===== config.mk =====
export PLATFORM = sky130hd
export DESIGN_NAME = ex_mem_skid
export DESIGN_NICKNAME = d
export VERILOG_FILES = /design/src/rtl/ex_mem_skid.sv
export SDC_FILE = /design/constraint.sdc
export NUM_CORES = 1
export LEC_CHECK = 0
export ABC_CLOCK_PERIOD_IN_PS = 2450
export BUFFER_PORTS_ARGS = -buffer_cell sky130_fd_sc_hd__buf_2
export CORE_MARGIN = 2
export CORE_UTILIZATION = 34
export CTS_CLUSTER_DIAMETER = 150
export DETAILED_ROUTE_END_ITERATION = 8
export GPL_ROUTABILITY_DRIVEN = 0
export GPL_TIMING_DRIVEN = 1
export PLACE_DENSITY = 0.52
export SKIP_LAST_GASP = 1
export SYNTH_ARGS = -nofsm -noshare
export SYNTH_HDL_FRONTEND = slang
export SYNTH_SLANG_ARGS = --single-unit

===== constraint.sdc =====
create_clock -name clk -period 2.45 [get_ports clk]
set_input_delay 0.3675 -clock clk [delete_from_list [all_inputs] [get_ports clk]]
set_output_delay 0.3675 -clock clk [all_outputs]
set_load 0.05 [all_outputs]

===== src/rtl/ex_mem_skid.sv =====
// EX/MEM pipeline register as a two-entry skid buffer with valid/ready handshake.
// Optional forwarding tap is enabled by defining EX_MEM_FWD_EN.
module ex_mem_skid #(
    parameter int unsigned XLEN  = 32,
    parameter int unsigned RA_W  = 5,
    parameter int unsigned CNT_W = 16
) (
    input  logic             clk,
    input  logic             rst_n,
    input  logic             flush,

    input  logic             in_valid,
    output logic             in_ready,
    input  logic [XLEN-1:0]  in_alu,
    input  logic [XLEN-1:0]  in_rD2,
    input  logic             in_dram_we,
    input  logic [1:0]       in_wd_sel,
    input  logic [XLEN-1:0]  in_pc4,
    input  logic [RA_W-1:0]  in_rd,
    input  logic             in_rf_we,

    output logic             out_valid,
    input  logic             out_ready,
    output logic [XLEN-1:0]  alu,
    output logic [XLEN-1:0]  rD2,
    output logic [XLEN-1:0]  pc4,
    output logic [1:0]       wd_sel,
    output logic [RA_W-1:0]  rd,
    output logic             dram_we,
    output logic             rf_we,

    output logic [CNT_W-1:0] stall_cnt,

    output logic             fwd_valid,
    output logic [RA_W-1:0]  fwd_rd,
    output logic [XLEN-1:0]  fwd_data
);

    // State is simply {skid_valid, head_valid}
    localparam logic [1:0] ST_EMPTY = 2'b00;
    localparam logic [1:0] ST_ONE   = 2'b01;
    localparam logic [1:0] ST_FULL  = 2'b11;

    typedef struct packed {
        logic [XLEN-1:0] alu;
        logic [XLEN-1:0] rD2;
        logic [XLEN-1:0] pc4;
        logic [1:0]      wd_sel;
        logic [RA_W-1:0] rd;
        logic            dram_we;
        logic            rf_we;
    } entry_t;

    entry_t     in_ent;
    entry_t     head_q, head_d;
    entry_t     skid_q, skid_d;
    logic       head_v_q, head_v_d;
    logic       skid_v_q, skid_v_d;
    logic [1:0] state;
    logic       in_fire;
    logic       out_fire;

    assign in_ent = '{
        alu:     in_alu,
        rD2:     in_rD2,
        pc4:     in_pc4,
        wd_sel:  in_wd_sel,
        rd:      in_rd,
        dram_we: in_dram_we,
        rf_we:   in_rf_we
    };

    assign state    = {skid_v_q, head_v_q};
    assign in_ready = !skid_v_q;
    assign in_fire  = in_valid && in_ready;
    assign out_fire = head_v_q && out_ready;

    always_comb begin
        head_d   = head_q;
        skid_d   = skid_q;
        head_v_d = head_v_q;
        skid_v_d = skid_v_q;
        if (flush) begin
            // Data registers keep their contents; only the valid bits are killed.
            head_v_d = 1'b0;
            skid_v_d = 1'b0;
        end else begin
            case (state)
                ST_EMPTY: begin
                    if (in_fire) begin
                        head_d   = in_ent;
                        head_v_d = 1'b1;
                    end
                end
                ST_ONE: begin
                    if (in_fire && out_fire) begin
                        head_d = in_ent;
                    end else if (in_fire) begin
                        skid_d   = in_ent;
                        skid_v_d = 1'b1;
                    end else if (out_fire) begin
                        head_v_d = 1'b0;
                    end
                end
                ST_FULL: begin
                    if (out_fire) begin
                        head_d   = skid_q;
                        skid_v_d = 1'b0;
                    end
                end
                default: begin
                    head_v_d = 1'b0;
                    skid_v_d = 1'b0;
                end
            endcase
        end
    end

    always_ff @(posedge clk or negedge rst_n) begin
        if (!rst_n) begin
            head_q   <= '0;
            skid_q   <= '0;
            head_v_q <= 1'b0;
            skid_v_q <= 1'b0;
        end else begin
            head_q   <= head_d;
            skid_q   <= skid_d;
            head_v_q <= head_v_d;
            skid_v_q <= skid_v_d;
        end
    end

    always_ff @(posedge clk or negedge rst_n) begin
        if (!rst_n) begin
            stall_cnt <= '0;
        end else if (head_v_q && !out_ready && (stall_cnt != '1)) begin
            stall_cnt <= stall_cnt + CNT_W'(1);
        end
    end

    assign out_valid = head_v_q;
    assign alu       = head_q.alu;
    assign rD2       = head_q.rD2;
    assign pc4       = head_q.pc4;
    assign wd_sel    = head_q.wd_sel;
    assign rd        = head_q.rd;
    assign dram_we   = head_q.dram_we && head_v_q;
    assign rf_we     = head_q.rf_we && head_v_q;

`ifdef EX_MEM_FWD_EN
    // wd_sel 2'b00 is the ALU-result writeback; loads and pc+4 are not forwardable
    localparam logic [1:0] WD_ALU = 2'b00;

    assign fwd_valid = head_v_q && head_q.rf_we && (head_q.rd != '0) && (head_q.wd_sel == WD_ALU);
    assign fwd_rd    = head_q.rd;
    assign fwd_data  = head_q.alu;
`else
    assign fwd_valid = 1'b0;
    assign fwd_rd    = '0;
    assign fwd_data  = '0;
`endif

endmodule


* Word-level counts from Yosys, hierarchy flattened
Cells that the tools add are included. W data, S select, Z words.
Storage, ports and cells: bits in registers 228, bits in latches 0, bits in writable memories 0, ROM bits 0, input bits 110, output and inout port bits 161, memories 0
Operators by class: $add $sub $neg 1, multipliers 0, divide/modulo/power cells 0, $lt $le $gt $ge 0, eq/ne operators 14, shift-type cells 0, mux-type cells 13, bitwise logic cells 2, reductions and logical operators 15
Operators by type and width (count):
- $mux W105 | 3
- $pmux W105 S3 | 1
- $ne A3 B3 Y1 const B | 6
- $add A16 B1 Y16 const B | 1
- $ne A16 B16 Y1 const B | 1
- $ne A2 B2 Y1 const B | 5
- $reduce_and A5 Y1 | 2
- $reduce_and A4 Y1 | 2
- $logic_and A1 B1 Y1 | 7
- $mux W1 | 7
- $pmux W1 S3 | 2
- $reduce_bool A3 Y1 | 1
- $eq A2 B1 Y1 const B | 1
- $eq A2 B2 Y1 const B | 1
- $logic_not A1 Y1 | 2
- $logic_not A2 Y1 | 1
- $not A1 Y1 | 2

* Depth between registers and ports, before layout
Gate-level depths: netlist of run 1.
depth in word-level cells 6, depth in mapped cells 7

* Worst setup path before layout of run 1
OpenSTA, ideal clock, no wires.
kind reg2reg, start point register head_v_q (netlist: out_valid), end point register skid_q[100] (netlist name), library setup time 0.127 ns, arrival time 1.829 ns, required time 2.323 ns, path slack 0.493 ns, cell stages (with the launch flop) 7, buffers on the path 3, period minus slack after synthesis 1.957 ns, path through dfrtp_1 -> buf_2 -> nand2_2 -> nor3_4 -> buf_4 -> buf_6 -> mux2_1
Between the ends: longest elaborated chain between the ends 4, elaborated cells on any way between the ends 5, those cells by class eq/ne (1); bitwise (1); reduce/logical (3)
Ends and longest elaborated chain:
- start, declared | RTL line 57 | logic head_v_q, head_v_d;
- start signal, assigned | RTL line 128 | head_v_q <= head_v_d;
- $logic_and A1 B1 Y1 | RTL line 76 | assign out_fire = head_v_q && out_ready;
- $logic_and A1 B1 Y1 | RTL line 96 | if (in_fire && out_fire) begin
- $not A1 Y1 (no line)
- $reduce_and A4 Y1 (no line) *
- end signal, assigned | RTL line 127 | skid_q <= skid_d;
- end, declared | RTL line 56 | entry_t skid_q, skid_d;
Mark *: on every way between the ends. The rest lies on a longest branch, timed or not. A chain may end at the register's enable or synchronous reset.

* Worst setup path after layout of run 1
start point register head_v_q (netlist: out_valid), end point output rf_we
Between the ends: longest elaborated chain between the ends 1
Ends and longest elaborated chain:
- $logic_and A1 B1 Y1 | RTL line 148 | assign rf_we = head_q.rf_we && head_v_q;
- end, declared | RTL line 30 | output logic rf_we,
No other way between the ends.

==> results.ini, run 1 <==
[yosys]
synth_seq_cells=228
yosys.area.top_type=dfrtp_1
synth-seq-area-share_pct=53.4
synth_top_area_share_pct=53.4
ys_warn_count=0
ys_top_cells_by_area=dfrtp_1, buf_4, mux2i_1, mux2_2, mux2_1
ys_types=38
ys_async_sr_fraction_pct=100
synthCells=906
ys_top_cells_by_count=dfrtp_1, buf_4, nor2_1
synth_edf_count=0
synth.most_common_cell=dfrtp_1
ys.flop_type=dfrtp_1
synth.cell_area_sq_um=10700
syn_avg_cell_area_sq_um=11.8

[outcome]
status=completed

[clock_network]
post_cts_buffers=0
path_clk_slew_ns=0.05
clock_path_buffers=3
root_buffer=clkbuf_16
cts_tree=done
clock_sink_count=228
cts_buffers=27
cts.htree.levels=1
clk_latency_ns=0.52

[worst_hold_path]
hold_class=primary input to register
min_path_cells=2
hold-path-endpoint=out_valid$_DFFE_PN0P_
hold_start=flush

[global_route]
grt_overflow_total=0
grt_pass1_vias=6570
grt_antenna_before_repair=7
grt_pass1_wl_um=35500
grt_max_degree=68
grt.total_usage_pct=13.1

[die]
ioPinCount=271
core_area_sq_um=30700
die_h_um=181
rows=64
fp.dieArea_sq_um=32800
die_w_um=181
start_util_pct=34.7

[timing]
period_share_pct=76.4
fin_ws_ns=0.579
tns_ns=0
max_freq_mhz=534
tightest_slew_ns=0.529
slew_violations=0
fin_crit_ns=1.87
max_slew_margin_pct=64.4
skew_ns=0.0129
finalHoldViolations=0
setup_violations=0
rsz0062_at_grt=false

[job]
maxCapViolations=0

[detailed_routing]
dr.pass1.iters=4
drc=0
routedWlPerCell_um=15.2
ant_nets=0
drt_iter0_drc=259
routed_wl_um=22000
vias=6675
via_per_inst=4.61

[placement]
dp_cells=1402
portBuffers=232
dpl.hpwl_um=14700
pre_cts_slack_ns=0.595

[worst_setup_path]
regToRegEndpoint=skid_q[2]$_DFFE_PN0P_
cp-end-kind=output pin
crit_path_start_kind=register
r2r_slack_ns=0.62
path_class=register to output pin
rr_startpoint=out_valid$_DFFE_PN0P_
cp.required_ns=2.08
cp_max_fo=10
r2r_cells=4
worst_ep_arrival_time_ns=1.50

[finish]
nNetsFinal=1147
drive_gt1_share_pct=33.2
stdcell_count=1448
utilization_pct=39.8
area_growth_pct=14.6

[power]
vdd_drop_max_uv=447
total_power_mw=11.4
power.leakage_nw=6.28
power_density_nw_per_um2=936

cell type report:
| type | count | area, sq um |
|---|---|---|
| Fill cell | 3041 | 18500 |
| Sequential cell | 228 | 5710 |
| Multi-Input combinational cell | 526 | 3790 |
| Timing Repair Buffer | 251 | 1430 |
| Clock buffer | 40 | 774 |
| Tap cell | 396 | 495 |
| Clock inverter | 4 | 26.3 |
| Inverter | 2 | 7.51 |
| Antenna cell | 1 | 2.50 |
stage by stage:
step / hold WS (ns) / instance area, sq um
after floorplan: 0.0719 / 10800
after global placement: 0.378 / 11400
after detailed placement: 0.379 / 11400
after CTS: 0.0263 / 12200
after global routing: 0.0482 / 12200
final: 0.0661 / 12200
placed cells by master (no fill, tap or decap), types with 3 or more instances in the layout:
cell type    n
xor2_1       8
buf_2      231
mux2_2      55
nand3_1      3
and2_1       3
clkbuf_16   27
nand2_1      8
conb_1      38
nand4_1      5
a21oi_1    107
buf_12       9
clkbuf_8     5
buf_4        9
mux2i_1    106
and3_1       3
nor2_1     110
nor3_1       3
dfrtp_1    228
xnor2_1      5
clkbuf_1     8
mux2_1      51
worst max path at each step:
stage                     startpoint  slack [ns]  cells after the start                      end
4_1_cts        out_valid$_DFFE_PN0P_        0.54                      2                    rf_we
2_1_floorplan  out_valid$_DFFE_PN0P_        0.49                      6  skid_q[100]$_DFFE_PN0P_
3_3_place_gp   out_valid$_DFFE_PN0P_        0.65                      4   skid_q[40]$_DFFE_PN0P_
6_report       out_valid$_DFFE_PN0P_        0.58                      2                    rf_we
5_1_grt        out_valid$_DFFE_PN0P_        0.48                      4  skid_q[104]$_DFFE_PN0P_
3_5_place_dp   out_valid$_DFFE_PN0P_        0.60                      4   skid_q[40]$_DFFE_PN0P_
sequential cells by signal, indices dropped and copies added, names as in the netlist:
register   count
skid_q       105
alu           32
pc4           32
rD2           32
stall_cnt     16
rd             5
head_q         2
wd_sel         2
out_valid      1
skid_v_q       1
logic make-up (layout without fill, tap and decap cells):
logic type	Yosys count	in the layout	share of synthesized area (%)
xor+xnor	13	13	1.07
simple gates	150	150	6.41
other cells	1	39	0.0351
mux	212	212	21.1
buf+inv	189	297	12.5
fa+ha+maj	1	1	0.117
compound gates	112	112	5.33
flops	228	228	53.4
metal layers:
metal  vias up  routed length, um  global-route usage, %
li1       3188                  -                      -
met1      3239              10500                   18.4
met2       196               9380                   19.7
met3        40               1710                   4.13
met4        12                350                   3.19
met5         -                 71                      0
power breakdown:
part / internal, mW / switching (mW) / leakage, nW
clock network: 2.16 / 1.50 / 0.391
registers: 4.54 / 0.429 / 2.68
logic: 0.842 / 1.97 / 3.21
timing repair:
action,4_1_cts,5_1_grt
hold endpoints to repair,58,0
gates resized for setup,0,0
hold buffers,1,0
critical path, stage by stage (launching register included):
cell and delay (ns):
dfrtp_1 0.53, and2_1 0.19, buf_2 0.27
Power figures use the tool's default switching activity.
==> run 2, diff against run 1 <==
- ABC_CLOCK_PERIOD_IN_PS: 2450 -> 1700
- PLACE_DENSITY: 0.52 -> 0.54
- clock period: 2.45 -> 1.7 ns (I/O delays scaled with it)
==> run 2 against run 1 <==
  * Die area stayed put
  * Critical path type is now register to register
  * Largest power group unchanged
  * Flip-flop and latch count stayed put
  * Clock skew is 0.0029 ns higher
  * Critical path depth is 6 higher
  * Power is 48% higher
  * Highest routed layer is now met4
  * Register-to-register slack worse by 0.58 ns
  * Final cell count is 11% higher
  * Worst hold slack better by 0.00065 ns
  * Sequential power is 44% higher
  * Cell area is 15% higher
==> results.ini, run 2 (same netlist as run 1, synthesis figures left out) <==
[timing]
tightest_slew_ns=0.531  ; was 0.529 ns
tns_ns=0  ; unchanged
period_share_pct=97.4
max_freq_mhz=604
holdWs_ns=0.0668  ; was 0.0661 ns
max_slew_margin_pct=64.6  ; was 64.4%
slew_violations=0  ; unchanged
rsz0062_at_grt=true  ; was false
fin_crit_ns=1.66
skew_ns=0.0158  ; was 0.0129 ns
setup_violations=0  ; unchanged
fin_ws_ns=0.0438  ; was 0.579 ns
finalHoldViolations=0  ; unchanged

[clock_network]
clock_path_buffers=3  ; unchanged
cts_buffers=27  ; unchanged
cts_tree=done  ; unchanged
clock_sink_count=228  ; unchanged
clk_latency_ns=0.53  ; was 0.52 ns
path_clk_slew_ns=0.05  ; about the same
root_buffer=clkbuf_16  ; unchanged
cts.htree.levels=1  ; unchanged

[finish]
final_common_cell=buf_2  ; unchanged
drive_gt1_share_pct=34.9  ; was 33.2%
nNetsFinal=1299  ; was 1,147
area_growth_pct=31.3  ; was 14.6%
stdcell_count=1603  ; was 1,448
utilization_pct=45.6  ; was 39.8%
top_register=skid_q  ; unchanged
largest_register_ffs=105  ; unchanged
nFillCells=2860  ; was 3,041
final_cell_area_sq_um=14000  ; was 12,200 sq um
final_cell_mix=buf_2, dfrtp_1, nor2_1  ; unchanged

[detailed_routing]
vias=7275  ; was 6,675
dr.pass1.iters=4  ; unchanged
routedWlPerCell_um=15.4  ; was 15.2 um
ant_nets=0  ; unchanged
drc=0  ; unchanged
via_per_inst=4.54  ; was 4.61
routed_wl_um=24700  ; was 22,000 um
drt_iter0_drc=247  ; was 259

[power]
total_power_mw=17.0  ; was 11.4 mW
power.leakage_nw=7.06  ; was 6.28 nW
power_density_nw_per_um2=1210  ; was 936 nW/um^2
vdd_drop_max_uv=1030  ; was 447 uV
pwr-share-seq_pct=42.3  ; was 43.4%
clockPowerShare_pct=31.3  ; was 32.0%
p_int_mw=11.2  ; was 7.55 mW
combPwrFrac_pct=26.4  ; was 24.6%
p_sw_mw=5.78  ; was 3.90 mW
p_sw_share_pct=34.1  ; about the same

[global_route]
grt_overflow_total=0  ; unchanged
grt_max_degree=61  ; was 68
grt.total_usage_pct=14.1  ; was 13.1%
grt_antenna_before_repair=2  ; was 7
grt_pass1_vias=7192  ; was 6,570
grt_pass1_wl_um=38200  ; was 35,500 um

[worst_hold_path]
hold_class=primary input to register  ; unchanged

[placement]
post_dp_cell_area_sq_um=11800  ; was 11,400 sq um
portBuffers=232  ; unchanged
pre_cts_slack_ns=0.0761  ; was 0.595 ns
dpl.hpwl_um=15800  ; was 14,700 um
dp_cells=1427  ; was 1,402

[worst_setup_path]
cp_max_fo=8  ; was 10
worst_ep_arrival_time_ns=2.07  ; was 1.50 ns
crit_slowest_cell=dfrtp_1  ; unchanged
cpPeakStageDelay_ns=0.40  ; was 0.53 ns
crit_path_start_kind=register  ; unchanged
crit_chain=buf_6, nor2b_4, nor3_4, buf_6, buf_12, buf_12, clkbuf_16, a21oi_2  ; was and2_1, buf_2
crit_family=buffers and inverters  ; was flip-flops
path_class=register to register  ; was register to output pin
critPathBufInv=5  ; was 1
cp.required_ns=2.12  ; was 2.08 ns
cp-end-kind=register  ; was output pin

[die]
rows=64  ; unchanged
core_area_sq_um=30700  ; unchanged
die_h_um=181  ; unchanged
die_w_um=181  ; unchanged
start_util_pct=34.7  ; unchanged
fp.dieArea_sq_um=32800  ; unchanged
ioPinCount=271  ; unchanged

[outcome]
status=completed  ; unchanged

[job]
maxCapViolations=0  ; unchanged

[run 2: cell count changes in the layout (fill, tap and decap cells not counted), sizes merged]
| cell | change |
|---|---|
| dlygate4sd3 | +106 |
| buf | +42 |
| clkbuf | +5 |
| clkinv | +1 |
| clkinvlp | -1 |
| diode | +1 |
| inv | +1 |
[run 2: final timing paths]
path,slack (ns),end,cells past startpoint,from
worst min-delay path,0.07,out_valid$_DFFE_PN0P_,3,in_valid
worst max-delay path,0.04,pc4[9]$_DFFE_PN0P_,8,skid_v_q$_DFFE_PN0P_
worst min register to register,0.48,skid_q[81]$_DFFE_PN0P_,1,skid_q[81]$_DFFE_PN0P_
max in group asynchronous,0.75,alu[3]$_DFFE_PN0P_,3,rst_n
min in group asynchronous,0.22,rD2[0]$_DFFE_PN0P_,2,rst_n
worst max register to register,0.04,pc4[9]$_DFFE_PN0P_,8,skid_v_q$_DFFE_PN0P_
[run 2: cell type report]
| class | instances | area, sq um | area share, % |
|---|---|---|---|
| antenna | 2 | 5.00 | 0.0357 |
| clock buffer | 41 | 778 | 5.55 |
| clock inverter | 5 | 32.5 | 0.232 |
| inverter | 2 | 7.51 | 0.0536 |
| multi-input combinational | 526 | 3850 | 27.5 |
| sequential | 228 | 5720 | 40.8 |
| tap | 396 | 495 | 3.54 |
| timing repair buffer | 403 | 3120 | 22.3 |
[run 2: what timing repair did]
action / 4_1_cts / 5_1_grt
buffers inserted: 2 / 15
hold buffers: 107 / 0
setup endpoints to repair: 2 / 58
hold endpoints to repair: 154 / 0
pin swaps: 0 / 1
gates cloned: 0 / 4
gates resized for setup: 5 / 21
[run 2: power by group through the flow]
stage          Clock, mW  Sequential (mW)  Combinational [mW]
3_5_place_dp           0             7.26                4.18
3_3_place_gp           0             7.24                4.12
2_1_floorplan          0             7.30                3.59
6_report            5.32             7.18                4.47
5_1_grt             5.74             7.34                4.78
4_1_cts             5.52             7.18                4.39
[run 2: per-layer routing]
metal  vias to the layer above  GRT usage (%)  routed length, um
li1                       3491              -                  -
met2                       201           23.0              11300
met3                        28           4.03               1660
met5                         -              0                  0
met4                         0           3.19                488
met1                      3555           18.6              11200
[run 2: worst register-to-register path: cells and delay by family, from the launching register on]
kind	cells	cell delay (ns)
buf+inv	5	0.74
flops	1	0.40
simple gates	2	0.36
compound gates	1	0.05
==> run 3, diff against run 2 <==
- CORE_UTILIZATION: 34 -> 40
- GPL_ROUTABILITY_DRIVEN: 0 -> not set
- PLACE_DENSITY: 0.54 -> 0.62
==> run 3 against run 2 <==
  * The run now ends with design-rule violations left
  * Clock skew fell by 0.0072 ns
  * Via count fell by 1.6%
  * Combinational power fell by 3%
  * Global-route usage rose by 1.8 points
  * Count of clock-buffer cells in the layout fell by 2
  * Sequential share of layout area rose by 1.3 points
  * Setup slack improved by 0.019 ns
  * Die area fell by 15%
==> results.ini, run 3 (same netlist as run 1, synthesis figures left out) <==
[clock_network]
root_buffer=clkbuf_16  ; unchanged
clock_sink_count=228  ; unchanged
cts_tree=done  ; unchanged
clk_latency_ns=0.51  ; was 0.53 ns
cts.htree.levels=1  ; unchanged
cts_buffers=25  ; was 27
clock_path_buffers=3  ; unchanged
path_clk_slew_ns=0.06  ; was 0.05 ns

[global_route]
grt_pass1_vias=7289  ; was 7,192
grt_max_degree=61  ; unchanged
grt.total_usage_pct=15.9  ; was 14.1%
grt_pass1_wl_um=37300  ; was 38,200 um
grt_overflow_total=0  ; unchanged
grt_antenna_before_repair=1  ; was 2

[finish]
largest_register_ffs=105  ; unchanged
stdcell_count=1514  ; was 1,603
final_cell_mix=buf_2, dfrtp_1, nor2_1  ; unchanged
nNetsFinal=1271  ; was 1,299
utilization_pct=51.9  ; was 45.6%
drive_gt1_share_pct=33.2  ; was 34.9%
top_register=skid_q  ; unchanged
final_cell_area_sq_um=13600  ; was 14,000 sq um
nFillCells=2260  ; was 2,860
final_common_cell=buf_2  ; unchanged
area_growth_pct=27.1  ; was 31.3%

[timing]
skew_ns=0.00861  ; was 0.0158 ns
holdWs_ns=0.0145  ; was 0.0668 ns
setup_violations=0  ; unchanged
period_share_pct=96.3  ; was 97.4%
fin_crit_ns=1.64  ; was 1.66 ns
rsz0062_at_grt=true  ; unchanged
max_freq_mhz=611  ; was 604 MHz
finalHoldViolations=0  ; unchanged
slew_violations=0  ; unchanged

[placement]
dp_cells=1359  ; was 1,427
post_dp_cell_area_sq_um=11600  ; was 11,800 sq um
portBuffers=232  ; unchanged
gp_congestion=0.782
dpl.hpwl_um=14900  ; was 15,800 um

[detailed_routing]
dr.pass1.iters=6  ; was 4
routed_wl_um=22800  ; was 24,700 um
ant_nets=0  ; unchanged
routedWlPerCell_um=15.0  ; was 15.4 um
via_per_inst=4.73  ; was 4.54
vias=7160  ; was 7,275
drc=21  ; was 0
drt_iter0_drc=375  ; was 247

[worst_setup_path]
worst_ep_arrival_time_ns=1.38  ; was 2.07 ns
cp_common_cell=buf_6
crit_path_start_kind=register  ; unchanged
path_depth=3  ; was 8
crit_family=flip-flops  ; was buffers and inverters
cp-end-kind=output pin  ; was register
crit_slowest_cell=dfrtp_2  ; was dfrtp_1
critPathBufInv=2  ; was 5
crit_chain=buf_6, and2_4, buf_6  ; was buf_6, nor2b_4, nor3_4, buf_6, buf_12, buf_12, clkbuf_16, a21oi_2
r2r_cells=6  ; was 8
path_class=register to output pin  ; was register to register
cp.required_ns=1.44  ; was 2.12 ns
cp_max_fo=6  ; was 8
cpPeakStageDelay_ns=0.45  ; was 0.40 ns

[outcome]
violations=design-rule violations
status=complete, but fails checks  ; was completed

[power]
power_density_nw_per_um2=1260  ; was 1210 nW/um^2
p_int_mw=11.4  ; was 11.2 mW
total_power_mw=17.1  ; was 17.0 mW
power.leakage_nw=6.89  ; was 7.06 nW
vdd_drop_max_uv=943  ; was 1030 uV
pwr-share-seq_pct=41.9  ; was 42.3%
p_sw_mw=5.70  ; was 5.78 mW
clockPowerShare_pct=32.7  ; was 31.3%
combPwrFrac_pct=25.3  ; was 26.4%
p_sw_share_pct=33.3  ; was 34.1%

[die]
ioPinCount=271  ; unchanged
rows=59  ; was 64
fp.dieArea_sq_um=28000  ; was 32,800 sq um
core_area_sq_um=26100  ; was 30,700 sq um
die_w_um=167  ; was 181 um
die_h_um=167  ; was 181 um
start_util_pct=40.9  ; was 34.7%

[worst_hold_path]
hold_class=primary input to register  ; unchanged
min_path_cells=2  ; was 3

[job]
maxCapViolations=0  ; unchanged

[run 3: cell count changes in the layout (fill, tap and decap cells not counted), moves of 2 or more]
cell       previous run  this run
clkbuf_8              5        10
buf_4                31        19
clkbuf_1              9         4
a21oi_2               6         0
bufinv_16             0         2
inv_6                 2         0
clkbuf_16            30        26
nor2b_1               0         2
a21oi_1             101       107
buf_12               22        13
[run 3: final cells by class]
| cell class | count | area (sq um) | share of cell area (%) |
|---|---|---|---|
| inverters | 2 | 7.51 | 0.0553 |
| multi-input cells | 526 | 3800 | 28.0 |
| clock inverters | 6 | 83.8 | 0.618 |
| clock buffers | 39 | 778 | 5.73 |
| repair buffers | 377 | 2760 | 20.3 |
| flip-flops and latches | 228 | 5720 | 42.2 |
| well taps | 335 | 419 | 3.09 |
| diodes | 1 | 2.50 | 0.0184 |
[run 3: what timing repair did]
action / 4_1_cts / 5_1_grt
pin swaps: 0 / 1
hold buffers: 105 / 1
gates cloned: 0 / 1
hold endpoints to repair: 137 / 1
buffers inserted: 1 / 1
resized for setup: 4 / 8
endpoints found under the setup margin: 2 / 37
[run 3: path summary, 6_finish.rpt]
path	start	end	slack, ns
min reg2reg	skid_q[69]$_DFFE_PN0P_	skid_q[69]$_DFFE_PN0P_	0.48
min in group asynchronous	rst_n	rD2[0]$_DFFE_PN0P_	0.23
min	in_rd[2]	skid_q[4]$_DFFE_PN0P_	0.01
max reg2reg	skid_v_q$_DFFE_PN0P_	skid_q[81]$_DFFE_PN0P_	0.07
max	out_valid$_DFFE_PN0P_	dram_we	0.06
max in group asynchronous	rst_n	stall_cnt[12]$_DFFE_PN0P_	0.80
[run 3: worst reg2reg max path, stage by stage (launching register included)]
cell     delay (ns)
dfrtp_1        0.45
inv_2          0.08
nand2_1        0.09
nor3_4         0.16
buf_4          0.17
buf_12         0.19
mux2_1         0.37
[run 3: through the flow]
| step | TNS, ns | setup slack (ns) |
|---|---|---|
| CTS | -0.000741 | -0.000741 |
| global route | -0.0748 | -0.0233 |
| floorplan | -1.10 | -0.0219 |
| global placement | 0 | 0.0933 |
| detailed placement | 0 | 0.0552 |
| finish | 0 | 0.0625 |
[run 3: layer usage]
| layer | vias to the layer above | share of wire [%] | global-route usage, % |
|---|---|---|---|
| li1 | 3434 | - | - |
| met5 | - | 0 | 0 |
| met1 | 3471 | 44 | 21.1 |
| met2 | 218 | 46 | 26.2 |
| met3 | 37 | 7.6 | 4.40 |
| met4 | 0 | 2.4 | 3.78 |
[run 3: power by group through the flow]
stage | Clock, mW | Sequential [mW] | Combinational (mW)
floorplan | 0 | 7.30 | 3.59
global placement | 0 | 7.22 | 4.07
detailed placement | 0 | 7.26 | 4.13
CTS | 5.76 | 7.17 | 4.34
global route | 5.99 | 7.33 | 4.62
finish | 5.60 | 7.17 | 4.33
